==> src/rtl/gpu_pkg.sv <==
// rtl/gpu_pkg.sv - shared constants, register map, command codes and FSM states for the fill engine
package gpu_pkg;

    // Default geometry: 1024 x 512 frame, 24-bit {R,G,B} pixels
    localparam int DEFAULT_CHANNEL_BITS = 8;
    localparam int DEFAULT_WIDTH_BITS   = 10;
    localparam int DEFAULT_HEIGHT_BITS  = 9;

    // Register byte offsets
    localparam logic [7:0] REG_X1    = 8'h00;
    localparam logic [7:0] REG_Y1    = 8'h04;
    localparam logic [7:0] REG_X2    = 8'h08;
    localparam logic [7:0] REG_Y2    = 8'h0C;
    localparam logic [7:0] REG_COLOR = 8'h10;
    localparam logic [7:0] REG_CMD   = 8'h14;

    // Command codes (full 32-bit compare; anything else is ignored)
    localparam logic [31:0] CMD_FILL_RECT = 32'd1;
    localparam logic [31:0] CMD_SWAP      = 32'd2;
    localparam logic [31:0] CMD_CLEAR     = 32'd3;

    typedef enum logic {
        ST_IDLE = 1'b0,
        ST_FILL = 1'b1
    } state_t;

endpackage

==> src/rtl/gpu_if.sv <==
// rtl/gpu_if.sv - APB write port and SRAM write-side pins of the fill engine
// Ports (signals):
//   APB   : pAddr_i, pDataWrite_i, pSel_i, pEnable_i, pWrite_i (driven by master)
//   SRAM  : CE0_o, CE1_o, R_W_o, OE_o, LB_o, UB_o, SEM_o, ZZ_o,
//           rgbdataout_o, adddataout_o, buffer_select_o (driven by slave)
interface gpu_if #(
    parameter int CHANNEL_BITS = 8,
    parameter int WIDTH_BITS   = 10,
    parameter int HEIGHT_BITS  = 9
);
    logic [31:0]                         pAddr_i;
    logic [31:0]                         pDataWrite_i;
    logic                                pSel_i;
    logic                                pEnable_i;
    logic                                pWrite_i;

    logic                                CE0_o;
    logic                                CE1_o;
    logic                                R_W_o;
    logic                                OE_o;
    logic                                LB_o;
    logic                                UB_o;
    logic                                SEM_o;
    logic                                ZZ_o;
    logic [3*CHANNEL_BITS-1:0]           rgbdataout_o;
    logic [WIDTH_BITS+HEIGHT_BITS:0]     adddataout_o;
    logic                                buffer_select_o;

    modport slave (
        input  pAddr_i, pDataWrite_i, pSel_i, pEnable_i, pWrite_i,
        output CE0_o, CE1_o, R_W_o, OE_o, LB_o, UB_o, SEM_o, ZZ_o,
               rgbdataout_o, adddataout_o, buffer_select_o
    );

    modport master (
        output pAddr_i, pDataWrite_i, pSel_i, pEnable_i, pWrite_i,
        input  CE0_o, CE1_o, R_W_o, OE_o, LB_o, UB_o, SEM_o, ZZ_o,
               rgbdataout_o, adddataout_o, buffer_select_o
    );

endinterface

==> src/rtl/gpu_raster.sv <==
// rtl/gpu_raster.sv - rectangle iterator, raster order (x inner, y outer), one coordinate per clock
// Ports:
//   clk, n_rst        clock, async active-low reset
//   i_start           load corners and begin iterating (ignored bounds are pre-sorted by caller)
//   i_xs/i_xe/i_ys/i_ye  inclusive corners, xs<=xe, ys<=ye
//   o_x, o_y, o_valid current coordinate and its qualifier
//   o_done            high while the final coordinate (xe,ye) is presented
module gpu_raster #(
    parameter int WIDTH_BITS  = 10,
    parameter int HEIGHT_BITS = 9
) (
    input  logic                   clk,
    input  logic                   n_rst,
    input  logic                   i_start,
    input  logic [WIDTH_BITS-1:0]  i_xs,
    input  logic [WIDTH_BITS-1:0]  i_xe,
    input  logic [HEIGHT_BITS-1:0] i_ys,
    input  logic [HEIGHT_BITS-1:0] i_ye,
    output logic [WIDTH_BITS-1:0]  o_x,
    output logic [HEIGHT_BITS-1:0] o_y,
    output logic                   o_valid,
    output logic                   o_done
);

    logic [WIDTH_BITS-1:0]  r_x;
    logic [WIDTH_BITS-1:0]  r_xs;
    logic [WIDTH_BITS-1:0]  r_xe;
    logic [HEIGHT_BITS-1:0] r_y;
    logic [HEIGHT_BITS-1:0] r_ye;
    logic                   r_valid;

    logic w_last_x;
    logic w_last_y;

    // End-of-row/column is detected by equality before incrementing, so a
    // corner at the all-ones coordinate never relies on counter overflow.
    assign w_last_x = (r_x == r_xe);
    assign w_last_y = (r_y == r_ye);

    always_ff @(posedge clk or negedge n_rst) begin
        if (!n_rst) begin
            r_x     <= '0;
            r_xs    <= '0;
            r_xe    <= '0;
            r_y     <= '0;
            r_ye    <= '0;
            r_valid <= 1'b0;
        end else if (i_start) begin
            r_x     <= i_xs;
            r_xs    <= i_xs;
            r_xe    <= i_xe;
            r_y     <= i_ys;
            r_ye    <= i_ye;
            r_valid <= 1'b1;
        end else if (r_valid) begin
            if (w_last_x) begin
                if (w_last_y) begin
                    r_valid <= 1'b0;
                end else begin
                    r_x <= r_xs;
                    r_y <= r_y + 1'b1;
                end
            end else begin
                r_x <= r_x + 1'b1;
            end
        end
    end

    assign o_x     = r_x;
    assign o_y     = r_y;
    assign o_valid = r_valid;
    assign o_done  = r_valid & w_last_x & w_last_y;

endmodule

==> src/rtl/gpu_core.sv <==
// rtl/gpu_core.sv - APB-programmed rectangle fill engine writing into a double-buffered dual-port SRAM
// Ports:
//   clk    system clock, rising edge
//   n_rst  asynchronous reset, active low
//   bus    gpu_if.slave: APB write port in, SRAM write-side pins out
module gpu_core
    import gpu_pkg::*;
#(
    parameter int CHANNEL_BITS = DEFAULT_CHANNEL_BITS,
    parameter int WIDTH_BITS   = DEFAULT_WIDTH_BITS,
    parameter int HEIGHT_BITS  = DEFAULT_HEIGHT_BITS
) (
    input  logic  clk,
    input  logic  n_rst,
    gpu_if.slave  bus
);

    localparam int PIX_BITS  = 3 * CHANNEL_BITS;
    localparam int ADDR_BITS = WIDTH_BITS + HEIGHT_BITS + 1;

    state_t r_state;
    state_t w_state_next;

    logic [WIDTH_BITS-1:0]  r_x1;
    logic [WIDTH_BITS-1:0]  r_x2;
    logic [HEIGHT_BITS-1:0] r_y1;
    logic [HEIGHT_BITS-1:0] r_y2;
    logic [PIX_BITS-1:0]    r_color;
    logic [PIX_BITS-1:0]    r_color_snap;
    logic                   r_buf;

    logic                   r_ce0;
    logic                   r_ce1;
    logic                   r_rw;
    logic                   r_lb;
    logic                   r_ub;
    logic [ADDR_BITS-1:0]   r_addr;
    logic [PIX_BITS-1:0]    r_rgb;

    logic                   w_apb_wr;
    logic [7:0]             w_off;
    logic                   w_cmd_idle;
    logic                   w_fill_cmd;
    logic                   w_clear_cmd;
    logic                   w_swap_cmd;
    logic                   w_start;
    logic [WIDTH_BITS-1:0]  w_xs;
    logic [WIDTH_BITS-1:0]  w_xe;
    logic [HEIGHT_BITS-1:0] w_ys;
    logic [HEIGHT_BITS-1:0] w_ye;
    logic [WIDTH_BITS-1:0]  w_x;
    logic [HEIGHT_BITS-1:0] w_y;
    logic                   w_pix_valid;
    logic                   w_pix_done;
    logic                   w_unused_addr;

    assign w_apb_wr      = bus.pSel_i & bus.pEnable_i & bus.pWrite_i;
    assign w_off         = bus.pAddr_i[7:0];
    assign w_unused_addr = ^bus.pAddr_i[31:8];

    // Commands are only honoured in IDLE; anything arriving mid-fill is dropped,
    // which also keeps the buffer flag stable for the whole fill.
    assign w_cmd_idle  = w_apb_wr && (w_off == REG_CMD) && (r_state == ST_IDLE);
    assign w_fill_cmd  = w_cmd_idle && (bus.pDataWrite_i == CMD_FILL_RECT);
    assign w_clear_cmd = w_cmd_idle && (bus.pDataWrite_i == CMD_CLEAR);
    assign w_swap_cmd  = w_cmd_idle && (bus.pDataWrite_i == CMD_SWAP);
    assign w_start     = w_fill_cmd | w_clear_cmd;

    // Corners are sorted here so the iterator always walks low-to-high.
    always_comb begin
        w_xs = (r_x1 < r_x2) ? r_x1 : r_x2;
        w_xe = (r_x1 < r_x2) ? r_x2 : r_x1;
        w_ys = (r_y1 < r_y2) ? r_y1 : r_y2;
        w_ye = (r_y1 < r_y2) ? r_y2 : r_y1;
        if (w_clear_cmd) begin
            w_xs = '0;
            w_xe = '1;
            w_ys = '0;
            w_ye = '1;
        end
    end

    gpu_raster #(
        .WIDTH_BITS  (WIDTH_BITS),
        .HEIGHT_BITS (HEIGHT_BITS)
    ) u_raster (
        .clk     (clk),
        .n_rst   (n_rst),
        .i_start (w_start),
        .i_xs    (w_xs),
        .i_xe    (w_xe),
        .i_ys    (w_ys),
        .i_ye    (w_ye),
        .o_x     (w_x),
        .o_y     (w_y),
        .o_valid (w_pix_valid),
        .o_done  (w_pix_done)
    );

    always_ff @(posedge clk or negedge n_rst) begin
        if (!n_rst) begin
            r_state <= ST_IDLE;
        end else begin
            r_state <= w_state_next;
        end
    end

    always_comb begin
        w_state_next = r_state;
        case (r_state)
            ST_IDLE: if (w_start)    w_state_next = ST_FILL;
            ST_FILL: if (w_pix_done) w_state_next = ST_IDLE;
            default:                 w_state_next = ST_IDLE;
        endcase
    end

    // Register file, colour snapshot and front/back buffer flag
    always_ff @(posedge clk or negedge n_rst) begin
        if (!n_rst) begin
            r_x1         <= '0;
            r_x2         <= '0;
            r_y1         <= '0;
            r_y2         <= '0;
            r_color      <= '0;
            r_color_snap <= '0;
            r_buf        <= 1'b0;
        end else begin
            if (w_apb_wr) begin
                case (w_off)
                    REG_X1:    r_x1    <= bus.pDataWrite_i[WIDTH_BITS-1:0];
                    REG_Y1:    r_y1    <= bus.pDataWrite_i[HEIGHT_BITS-1:0];
                    REG_X2:    r_x2    <= bus.pDataWrite_i[WIDTH_BITS-1:0];
                    REG_Y2:    r_y2    <= bus.pDataWrite_i[HEIGHT_BITS-1:0];
                    REG_COLOR: r_color <= bus.pDataWrite_i[PIX_BITS-1:0];
                    default:   ;
                endcase
            end
            if (w_start)    r_color_snap <= r_color;
            if (w_swap_cmd) r_buf        <= ~r_buf;
        end
    end

    // SRAM pins are registered; one write strobe per valid iterator coordinate.
    always_ff @(posedge clk or negedge n_rst) begin
        if (!n_rst) begin
            r_ce0  <= 1'b1;
            r_ce1  <= 1'b0;
            r_rw   <= 1'b1;
            r_lb   <= 1'b1;
            r_ub   <= 1'b1;
            r_addr <= '0;
            r_rgb  <= '0;
        end else if (w_pix_valid) begin
            r_ce0  <= 1'b0;
            r_ce1  <= 1'b1;
            r_rw   <= 1'b0;
            r_lb   <= 1'b0;
            r_ub   <= 1'b0;
            r_addr <= {r_buf, w_y, w_x};
            r_rgb  <= r_color_snap;
        end else begin
            r_ce0  <= 1'b1;
            r_ce1  <= 1'b0;
            r_rw   <= 1'b1;
            r_lb   <= 1'b1;
            r_ub   <= 1'b1;
            r_addr <= '0;
            r_rgb  <= '0;
        end
    end

    assign bus.CE0_o           = r_ce0;
    assign bus.CE1_o           = r_ce1;
    assign bus.R_W_o           = r_rw;
    assign bus.LB_o            = r_lb;
    assign bus.UB_o            = r_ub;
    assign bus.adddataout_o    = r_addr;
    assign bus.rgbdataout_o    = r_rgb;
    assign bus.buffer_select_o = r_buf;
    assign bus.OE_o            = 1'b1;
    assign bus.SEM_o           = 1'b1;
    assign bus.ZZ_o            = 1'b0;

endmodule

==> src/flat_wrapper.sv <==
// flat-port wrapper written by rule: the top's interface ports become plain ports
module gpu_core_flat import gpu_pkg::*;
#(
    parameter int CHANNEL_BITS = DEFAULT_CHANNEL_BITS,
    parameter int WIDTH_BITS   = DEFAULT_WIDTH_BITS,
    parameter int HEIGHT_BITS  = DEFAULT_HEIGHT_BITS
)
  (clk, n_rst, bus_pAddr_i, bus_pDataWrite_i, bus_pSel_i, bus_pEnable_i, bus_pWrite_i, bus_CE0_o, bus_CE1_o, bus_R_W_o, bus_OE_o, bus_LB_o, bus_UB_o, bus_SEM_o, bus_ZZ_o, bus_rgbdataout_o, bus_adddataout_o, bus_buffer_select_o);
  gpu_if #(.CHANNEL_BITS(CHANNEL_BITS), .WIDTH_BITS(WIDTH_BITS), .HEIGHT_BITS(HEIGHT_BITS)) bus_i ();
  input  logic clk;
  input  logic n_rst;
  input wire logic [$bits(bus_i.pAddr_i)-1:0] bus_pAddr_i;
  input wire logic [$bits(bus_i.pDataWrite_i)-1:0] bus_pDataWrite_i;
  input wire logic [$bits(bus_i.pSel_i)-1:0] bus_pSel_i;
  input wire logic [$bits(bus_i.pEnable_i)-1:0] bus_pEnable_i;
  input wire logic [$bits(bus_i.pWrite_i)-1:0] bus_pWrite_i;
  output wire logic [$bits(bus_i.CE0_o)-1:0] bus_CE0_o;
  output wire logic [$bits(bus_i.CE1_o)-1:0] bus_CE1_o;
  output wire logic [$bits(bus_i.R_W_o)-1:0] bus_R_W_o;
  output wire logic [$bits(bus_i.OE_o)-1:0] bus_OE_o;
  output wire logic [$bits(bus_i.LB_o)-1:0] bus_LB_o;
  output wire logic [$bits(bus_i.UB_o)-1:0] bus_UB_o;
  output wire logic [$bits(bus_i.SEM_o)-1:0] bus_SEM_o;
  output wire logic [$bits(bus_i.ZZ_o)-1:0] bus_ZZ_o;
  output wire logic [$bits(bus_i.rgbdataout_o)-1:0] bus_rgbdataout_o;
  output wire logic [$bits(bus_i.adddataout_o)-1:0] bus_adddataout_o;
  output wire logic [$bits(bus_i.buffer_select_o)-1:0] bus_buffer_select_o;
  assign bus_i.pAddr_i = bus_pAddr_i;
  assign bus_i.pDataWrite_i = bus_pDataWrite_i;
  assign bus_i.pSel_i = bus_pSel_i;
  assign bus_i.pEnable_i = bus_pEnable_i;
  assign bus_i.pWrite_i = bus_pWrite_i;
  assign bus_CE0_o = bus_i.CE0_o;
  assign bus_CE1_o = bus_i.CE1_o;
  assign bus_R_W_o = bus_i.R_W_o;
  assign bus_OE_o = bus_i.OE_o;
  assign bus_LB_o = bus_i.LB_o;
  assign bus_UB_o = bus_i.UB_o;
  assign bus_SEM_o = bus_i.SEM_o;
  assign bus_ZZ_o = bus_i.ZZ_o;
  assign bus_rgbdataout_o = bus_i.rgbdataout_o;
  assign bus_adddataout_o = bus_i.adddataout_o;
  assign bus_buffer_select_o = bus_i.buffer_select_o;
  gpu_core #(.CHANNEL_BITS(CHANNEL_BITS), .WIDTH_BITS(WIDTH_BITS), .HEIGHT_BITS(HEIGHT_BITS)) u_core (.clk(clk), .n_rst(n_rst), .bus(bus_i));
endmodule
==> config.mk <==
export PLATFORM = sky130hd
export DESIGN_NAME = gpu_core_flat
export DESIGN_NICKNAME = d
export VERILOG_FILES = /design/src/rtl/gpu_pkg.sv /design/src/rtl/gpu_if.sv /design/src/rtl/gpu_raster.sv /design/src/rtl/gpu_core.sv /design/src/flat_wrapper.sv
export SDC_FILE = /design/constraint.sdc
export NUM_CORES = 1
export LEC_CHECK = 0
export CAP_MARGIN = 20
export CELL_PAD_IN_SITES_DETAIL_PLACEMENT = 1
export CELL_PAD_IN_SITES_GLOBAL_PLACEMENT = 2
export CORE_MARGIN = 10
export CORE_UTILIZATION = 35
export CTS_CLUSTER_SIZE = 25
export DETAILED_ROUTE_END_ITERATION = 12
export MAX_ROUTING_LAYER = met4
export PLACE_DENSITY_LB_ADDON = 0.1
export SYNTH_ARGS = -nofsm -noshare
export SYNTH_HDL_FRONTEND = slang
export SYNTH_SLANG_ARGS = --single-unit
==> constraint.sdc <==
create_clock -name clk -period 2.7 [get_ports clk]
set_input_delay 0.54 -clock clk [delete_from_list [all_inputs] [get_ports clk]]
set_output_delay 0.54 -clock clk [all_outputs]
set_load 0.005 [all_outputs]
==> qor.csv, run 1 <==
metric,value,unit
status,finished clean,
most instantiated cells after synthesis,"182 x dfrtp_1, 113 x nand2_1, 50 x mux2_2, 46 x and2_1, 35 x nor2_1",
"Setup violations, final",0,
final setup TNS,0,ps
final hold vios,0,
Routed wire per std cell,18.9,um
Worst-Margin Slew,516,ps
Setup crit start kind,primary input,
cells along the critical path,"clkdlybuf4s50_1, nor4_4, buf_4, nand2_1, or4_4, buf_6, or3_4, o211ai_1",
vias after detailed routing,6092,
clk buf depth,2,
Antenna Nets Post-Route,0,
Placed Cells,1187,
Tightest Hold Check Type,in -> async,
Post-Synthesis Cells,761,
DRC,0,
crit path DAT,2940,ps
#FFs+latches synth,183,
worst reg2reg endpoint,u_core.u_raster.o_x[5],
routed wire length,23100,um
TritonCTS buffer count,17,
largest net degree at the start of global routing,58,
CP max stage delay,590,ps
area share of the largest cell type after synthesis,55.1,%
GR Util All Layers,15.8,%
"Reg clk slew, reported paths",70,ps
clock latency on the worst-skew pair,430,ps
CP Max Fanout,15,
top sig layer,met4,
HPWL after DPL,16900,um
yosys warns,0,
Nets,977,
post-synthesis async set-or-reset flop share,100,%
CORE AREA,23300,sq um
Post-synth EDFFs,0,
final std cells w/o fill,1221,
die outline area,30100,sq um
fin util,45.3,%
"count leader, synth",dfrtp_1,
GPL Wtd Cong,0.821,
die height,174,um
synthesized area,8260,sq um
worst flop-to-flop path startpoint,u_core.r_x2[3],
dominant cell type by area after synthesis,dfrtp_1,
Max H-tree Level,4,
Initial Utilization,35.4,%
CTS tree,built,
vias in the first global route,6545,
CTS Hold Bufs,0,
clock skew,15.2,ps
worst r2r path cells,9,
R2R Setup Slk,230,ps
Area Overhead vs Synth,27.9,%
Clock Sinks,183,
WHS,49.2,ps
normalized max-slew margin,65.6,%
"Slowest-stage cell, CP",or4_4,
row count,56,
Crit. End Element,flop,
Critical Path RT,3040,ps
"Avg Cell Area, Syn",10.9,sq um
number of diodes,0,
layout cell share with drive strength beyond 1,17.1,%
vias per cell,4.99,
Crit. Startpoint,bus_pDataWrite_i[3],
IO Port Bufs,94,
TritonRoute pass-1 iters,4,
Setup WS pre-CTS,-580,ps
Tmin final,2600,ps
met3 wire len,749,um
Post-Route M1 WL,11300,um
remaining global-route overflow,0,
LEAKAGE,5.07,nW
Met2 Wirelength,10600,um
PD cells,528,nW/um^2
io pins,122,
CP Class,in -> reg,
sequential area share after synthesis,55.5,%
FMAX,0.384,GHz
first-pass GRT wire length,37400,um
worst vdd ir,0.339,mV
fin worst setup slack,95.7,ps
fin crit share,96.5,%
Yosys cell types,55,
Max Cap Viol,0,
DR iter-0 viols,381,
max-slew violations,0,
die width,174,um
CTS Root Cell,clkbuf_16,
ys flop type,dfrtp_1,
largest cells by area after synthesis,"dfrtp_1 55%, mux2_2 6.8%, nand2_1 5.1%",
initial antenna violation count,0,
[layer usage]
layer  global-route usage, %  vias to the layer above
met4                    4.81                        0
met1                    21.2                     3073
li1                        -                     2895
met5                       -                        -
met2                    24.1                      100
met3                    2.83                       24
[registers in the layout (all words and copies together) (netlist names)]
signal,flops
u_core.bus.CE0_o,1
u_core.bus.CE1_o,1
u_core.bus.adddataout_o,20
u_core.bus.buffer_select_o,1
u_core.bus.rgbdataout_o,24
u_core.r_color,24
u_core.r_color_snap,24
u_core.r_state,1
u_core.r_x1,10
u_core.r_x2,10
u_core.r_y1,9
u_core.r_y2,9
u_core.u_raster.o_valid,1
u_core.u_raster.o_x,10
u_core.u_raster.o_y,9
u_core.u_raster.r_xe,10
u_core.u_raster.r_xs,10
u_core.u_raster.r_ye,9
[layout make-up]
cell class / instances / area (sq um)
inverter: 29 / 109
clock buffer: 19 / 443
clock inverter: 13 / 144
sequential: 183 / 4580
tap: 319 / 399
multi-input combinational: 508 / 3410
fill: 2563 / 12800
timing repair buffer: 150 / 1480
[cells by family (layout without fill, tap and decap cells)]
family	Yosys count	in the layout	synth area share [%]
adder cells (fa/ha/maj)	19	19	2.88
other	2	3	0.0909
multiplexers	82	82	10.7
XOR/XNOR	22	22	2.33
AND/OR/NAND/NOR	279	280	16.9
flip-flops	183	183	55.5
buffers and inverters	72	211	3.94
AO/OA/AOI/OAI	102	102	7.69
[timing repair]
item                                   4_1_cts  5_1_grt
setup endpoints to repair                   60       28
resized for setup                            4        5
gates cloned                                 0        2
endpoints found under the hold margin        0        0
buffers inserted                             0        0
pin swaps                                    0        1
[critical path, delay by kind of cell]
kind / cells / cell delay (ps)
buffers and inverters: 3 / 790
and+or+nand+nor: 4 / 1380
AOI/OAI and AO/OA: 1 / 220
[how the worst max path moves through the flow]
stage                                    endpoint  slack [ps]  depth (start not counted)
final                      u_core.u_raster.o_y[8]         100                          8
after global routing       u_core.u_raster.o_x[4]          -2                          9
after CTS                 u_core.u_raster.r_ye[4]          20                         10
after detailed placement   u_core.u_raster.o_y[8]        -580                          8
after global placement     u_core.u_raster.o_y[8]        -530                          8
after floorplan           u_core.u_raster.r_ye[2]         310                          9
[placed cells by master, fill, tap and decap left out, drive strengths merged, types with 3 or more instances in the layout]
master         netlist  final
a21oi               30     30
a311oi               3      3
and2                46     46
and3                 6      6
buf                 18     56
clkbuf              25     20
clkdlybuf4s50        0     93
clkinv               1      7
conb                 2      3
dfrtp              182    182
ha                  19     19
inv                 28     32
mux2                50     50
mux2i               32     32
nand2              113    113
nand2b               3      3
nand3               12     12
nand4               10     10
nor2                37     38
nor3                 4      4
nor4                27     27
o211ai              21     21
o21ai               24     24
o22ai                7      7
or4                  6      6
xnor2                3      3
xor2                19     19
[per-stage QoR]
| step | cell area [sq um] | power, mW |
|---|---|---|
| floorplan | 8260 | 2.91 |
| global placement | 9900 | 3.11 |
| detailed placement | 9900 | 3.12 |
| CTS | 10500 | 5.65 |
| global route | 10600 | 5.81 |
| finish | 10600 | 5.58 |
[where the power goes]
part,total (mW),switching [mW],internal (mW)
Sequential,2.77,0.0114,2.76
Combinational,0.298,0.167,0.131
Clock,2.51,1.11,1.40
(Power assumes the default switching activity.)
==> run 2: changes to the inputs <==
CORE_UTILIZATION = 37   (was 35)
SYNTH_HIERARCHICAL = 1   (was default)
==> run 2 against run 1 <==
Non-clock buffer count down 2. Via count down 1.2%. First-iteration DRC count down 32%. Synthesized cell count decreased by 2.5%. Maximum frequency grew 0.95%. Clock power down 2%. Critical endpoint is now u_core/u_raster/o_x[7]. Highest routed layer unchanged.
==> qor.csv, run 2 <==
metric,value,unit,change
status,finished clean,,unchanged
Routed wire per std cell,19.1,um,was 18.9 um
Tmin final,2580,ps,was 2600 ps
Max H-tree Level,4,,unchanged
Pwr Total,5.56,mW,was 5.58 mW
Setup crit start kind,primary input,,unchanged
CP Max Fanout,11,,was 15
postcts setup bufs,0,,unchanged
die outline area,30000,sq um,was 30100 sq um
"CP delay by family, top",simple AND/OR/NAND/NOR gates,,unchanged
"count leader, synth",dfrtp_1,,unchanged
"commonest non-fill, non-tap cells in the layout","182 x dfrtp_1, 96 x mux2_2, 93 x clkdlybuf4s50_1, 68 x nand3_1, 64 x o21ai_0",,"was 182 x dfrtp_1, 113 x nand2_1, 93 x clkdlybuf4s50_1, 50 x mux2_2"
"most common cell after layout, fill and taps aside",dfrtp_1,,unchanged
PD cells,513,nW/um^2,was 528 nW/um^2
sequential area share after synthesis,52.8,%,was 55.5%
Setup WS pre-CTS,-394,ps,was -580 ps
Clock power frac,44.1,%,was 45.1%
normalized max-slew margin,59.9,%,was 65.6%
remaining global-route overflow,0,,unchanged
#FFs+latches synth,183,,unchanged
synthesized area,8670,sq um,was 8260 sq um
Seq pwr share,49.8,%,was 49.6%
vias in the first global route,6643,,was 6545
area share of the largest cell type after synthesis,52.5,%,was 55.1%
FMAX,0.388,GHz,was 0.384 GHz
crit path DAT,2900,ps,was 2940 ps
final hold vios,0,,unchanged
"Setup violations, final",0,,unchanged
Psw,1.44,mW,was 1.29 mW
Worst-Margin Slew,601,ps,was 516 ps
WHS,28.4,ps,was 49.2 ps
HPWL after DPL,16800,um,was 16900 um
Internal,4.12,mW,was 4.29 mW
largest cells by area after synthesis,"dfrtp_1 53%, mux2_2 12%, nand3_1 3.9%",,"was dfrtp_1 55%, mux2_2 6.8%, nand2_1 5.1%"
yosys warns,6,,was 0
initial antenna violation count,1,,was 0
TritonCTS buffer count,17,,unchanged
fin crit share,95.5,%,was 96.5%
routed wire length,22800,um,was 23100 um
R2R Setup Slk,240,ps,was 230 ps
Antenna Nets Post-Route,0,,unchanged
Tightest Hold Check Type,in -> async,,unchanged
TritonRoute pass-1 iters,4,,unchanged
CTS Root Cell,clkbuf_16,,unchanged
clock skew,9.76,ps,was 15.2 ps
layout cell share with drive strength beyond 1,24.8,%,was 17.1%
row count,55,,was 56
post-placement cell area,10200,sq um,was 9900 sq um
Gate power share,6.1,%,was 5.3%
most instantiated cells after synthesis,"182 x dfrtp_1, 96 x mux2_2, 68 x nand3_1, 64 x o21ai_0, 48 x and2_1",,"was 182 x dfrtp_1, 113 x nand2_1, 50 x mux2_2, 46 x and2_1, 35 x nor2_1"
clk buf depth,2,,unchanged
first-pass GRT wire length,37200,um,was 37400 um
Critical Path RT,3020,ps,was 3040 ps
vias after detailed routing,6020,,was 6092
die height,173,um,was 174 um
final setup TNS,0,ps,unchanged
clock latency on the worst-skew pair,440,ps,was 430 ps
die width,173,um,was 174 um
Post-Synthesis Cells,742,,was 761
CP Class,in -> reg,,unchanged
largest net degree at the start of global routing,70,,was 58
io pins,122,,unchanged
CP most frequent cell,buf_4,,
vias per cell,5.05,,was 4.99
Crit. End Element,flop,,unchanged
CTS tree,built,,unchanged
Max Cap Viol,0,,unchanged
Area Overhead vs Synth,25.0,%,was 27.9%
CP max stage delay,440,ps,was 590 ps
DRC,0,,unchanged
post-synthesis async set-or-reset flop share,100,%,unchanged
fin worst setup slack,120,ps,was 95.7 ps
"Slowest-stage cell, CP",clkdlybuf4s50_1,,was or4_4
worst path bufs/invs,4,,was 3
worst flop-to-flop path startpoint,u_core/u_raster/o_x[1],,was u_core.r_x2[3]
GPL Wtd Cong,0.809,,was 0.821
Initial Utilization,38.0,%,was 35.4%
max-slew violations,0,,unchanged
dominant cell type by area after synthesis,dfrtp_1,,unchanged
Clock Sinks,183,,unchanged
worst reg2reg endpoint,u_core/u_raster/o_y[6],,was u_core.u_raster.o_x[5]
"Reg clk slew, reported paths",70,ps,about the same
sw frac,25.8,%,was 23.1%
DR iter-0 viols,259,,was 381
worst r2r path cells,6,,was 9
LEAKAGE,5.02,nW,was 5.07 nW
worst vdd ir,0.373,mV,was 0.339 mV
"Avg Cell Area, Syn",11.7,sq um,was 10.9 sq um
cells along the critical path,"clkdlybuf4s50_1, nor4_2, buf_4, nand4_1, nor3_2, buf_4, and3_1, buf_12, a21oi_1, nand2_1, o21ai_0, mux2_4",,"was clkdlybuf4s50_1, nor4_4, buf_4, nand2_1, or4_4, buf_6, or3_4, o211ai_1"
IO Port Bufs,94,,unchanged
Yosys cell types,55,,unchanged
CORE AREA,22800,sq um,was 23300 sq um
Post-synth EDFFs,0,,unchanged
GR Util All Layers,15.8,%,about the same
Finished Cell Area,10800,sq um,was 10600 sq um
ys flop type,dfrtp_1,,unchanged
Nets,953,,was 977
run 2: cell families after synthesis:
logic type,Yosys count,share of synthesized area [%]
buf+inv,75,4.56
simple gates,196,12.9
other cells,2,0.0866
mux,122,16.5
fa+ha+maj,19,2.74
xor+xnor,35,3.53
flops,183,52.8
compound gates,110,6.90
run 2: metal layers:
metal	up-vias	GRT usage, %	part of all wire [%]
met4	0	3.34	0.75
met2	102	25.4	49
met1	3061	20.3	47
met5	-	-	0
li1	2843	-	-
met3	14	3.40	3.5
run 2: final cells by class:
cell class | instances | area, sq um
Fill cell | 2445 | 12000
Sequential cell | 183 | 4580
Multi-Input combinational cell | 485 | 3720
Timing Repair Buffer | 148 | 1450
Clock buffer | 17 | 425
Tap cell | 313 | 392
Clock inverter | 15 | 156
Inverter | 30 | 113
Antenna cell | 1 | 2.50
run 2: worst max path at each step:
stage / startpoint / end / slack [ps] / cells after the start
floorplan: bus_pAddr_i[2] / u_core/u_raster/o_x[4] / 280 / 9
global placement: bus_pDataWrite_i[5] / u_core/u_raster/r_ye[5] / -360 / 9
finish: bus_pDataWrite_i[5] / u_core/u_raster/o_x[7] / 120 / 12
detailed placement: bus_pDataWrite_i[12] / u_core/u_raster/r_ye[7] / -390 / 8
CTS: bus_pDataWrite_i[5] / u_core/u_raster/o_x[9] / 40 / 10
global route: bus_pDataWrite_i[5] / u_core/u_raster/o_x[5] / -10 / 12
run 2: power groups by stage:
stage | clock, mW | combinational, mW | sequential (mW)
after CTS | 2.54 | 0.345 | 2.77
after floorplan | 0 | 0.141 | 2.81
after global routing | 2.66 | 0.381 | 2.77
final | 2.45 | 0.340 | 2.77
after global placement | 0 | 0.327 | 2.82
after detailed placement | 0 | 0.344 | 2.82
run 2: repair_timing:
item	CTS	global route
setup endpoints to repair	1	29
pin swaps	0	0
resized for setup	1	4
hold buffers	0	0
run 2: per-stage QoR:
step,std cells,utilization (%)
after global routing,1192,47.4
after global placement,1159,44.8
after CTS,1191,47.4
after detailed placement,1159,44.8
final,1192,47.4
after floorplan,743,-
run 2: worst reg2reg max path, cell delays in order (launching register included):
cell	delay [ps]
dfrtp_1	460
xor2_1	210
nor4_2	360
nand4_1	420
nor4_1	520
xor2_1	120
mux2_2	280
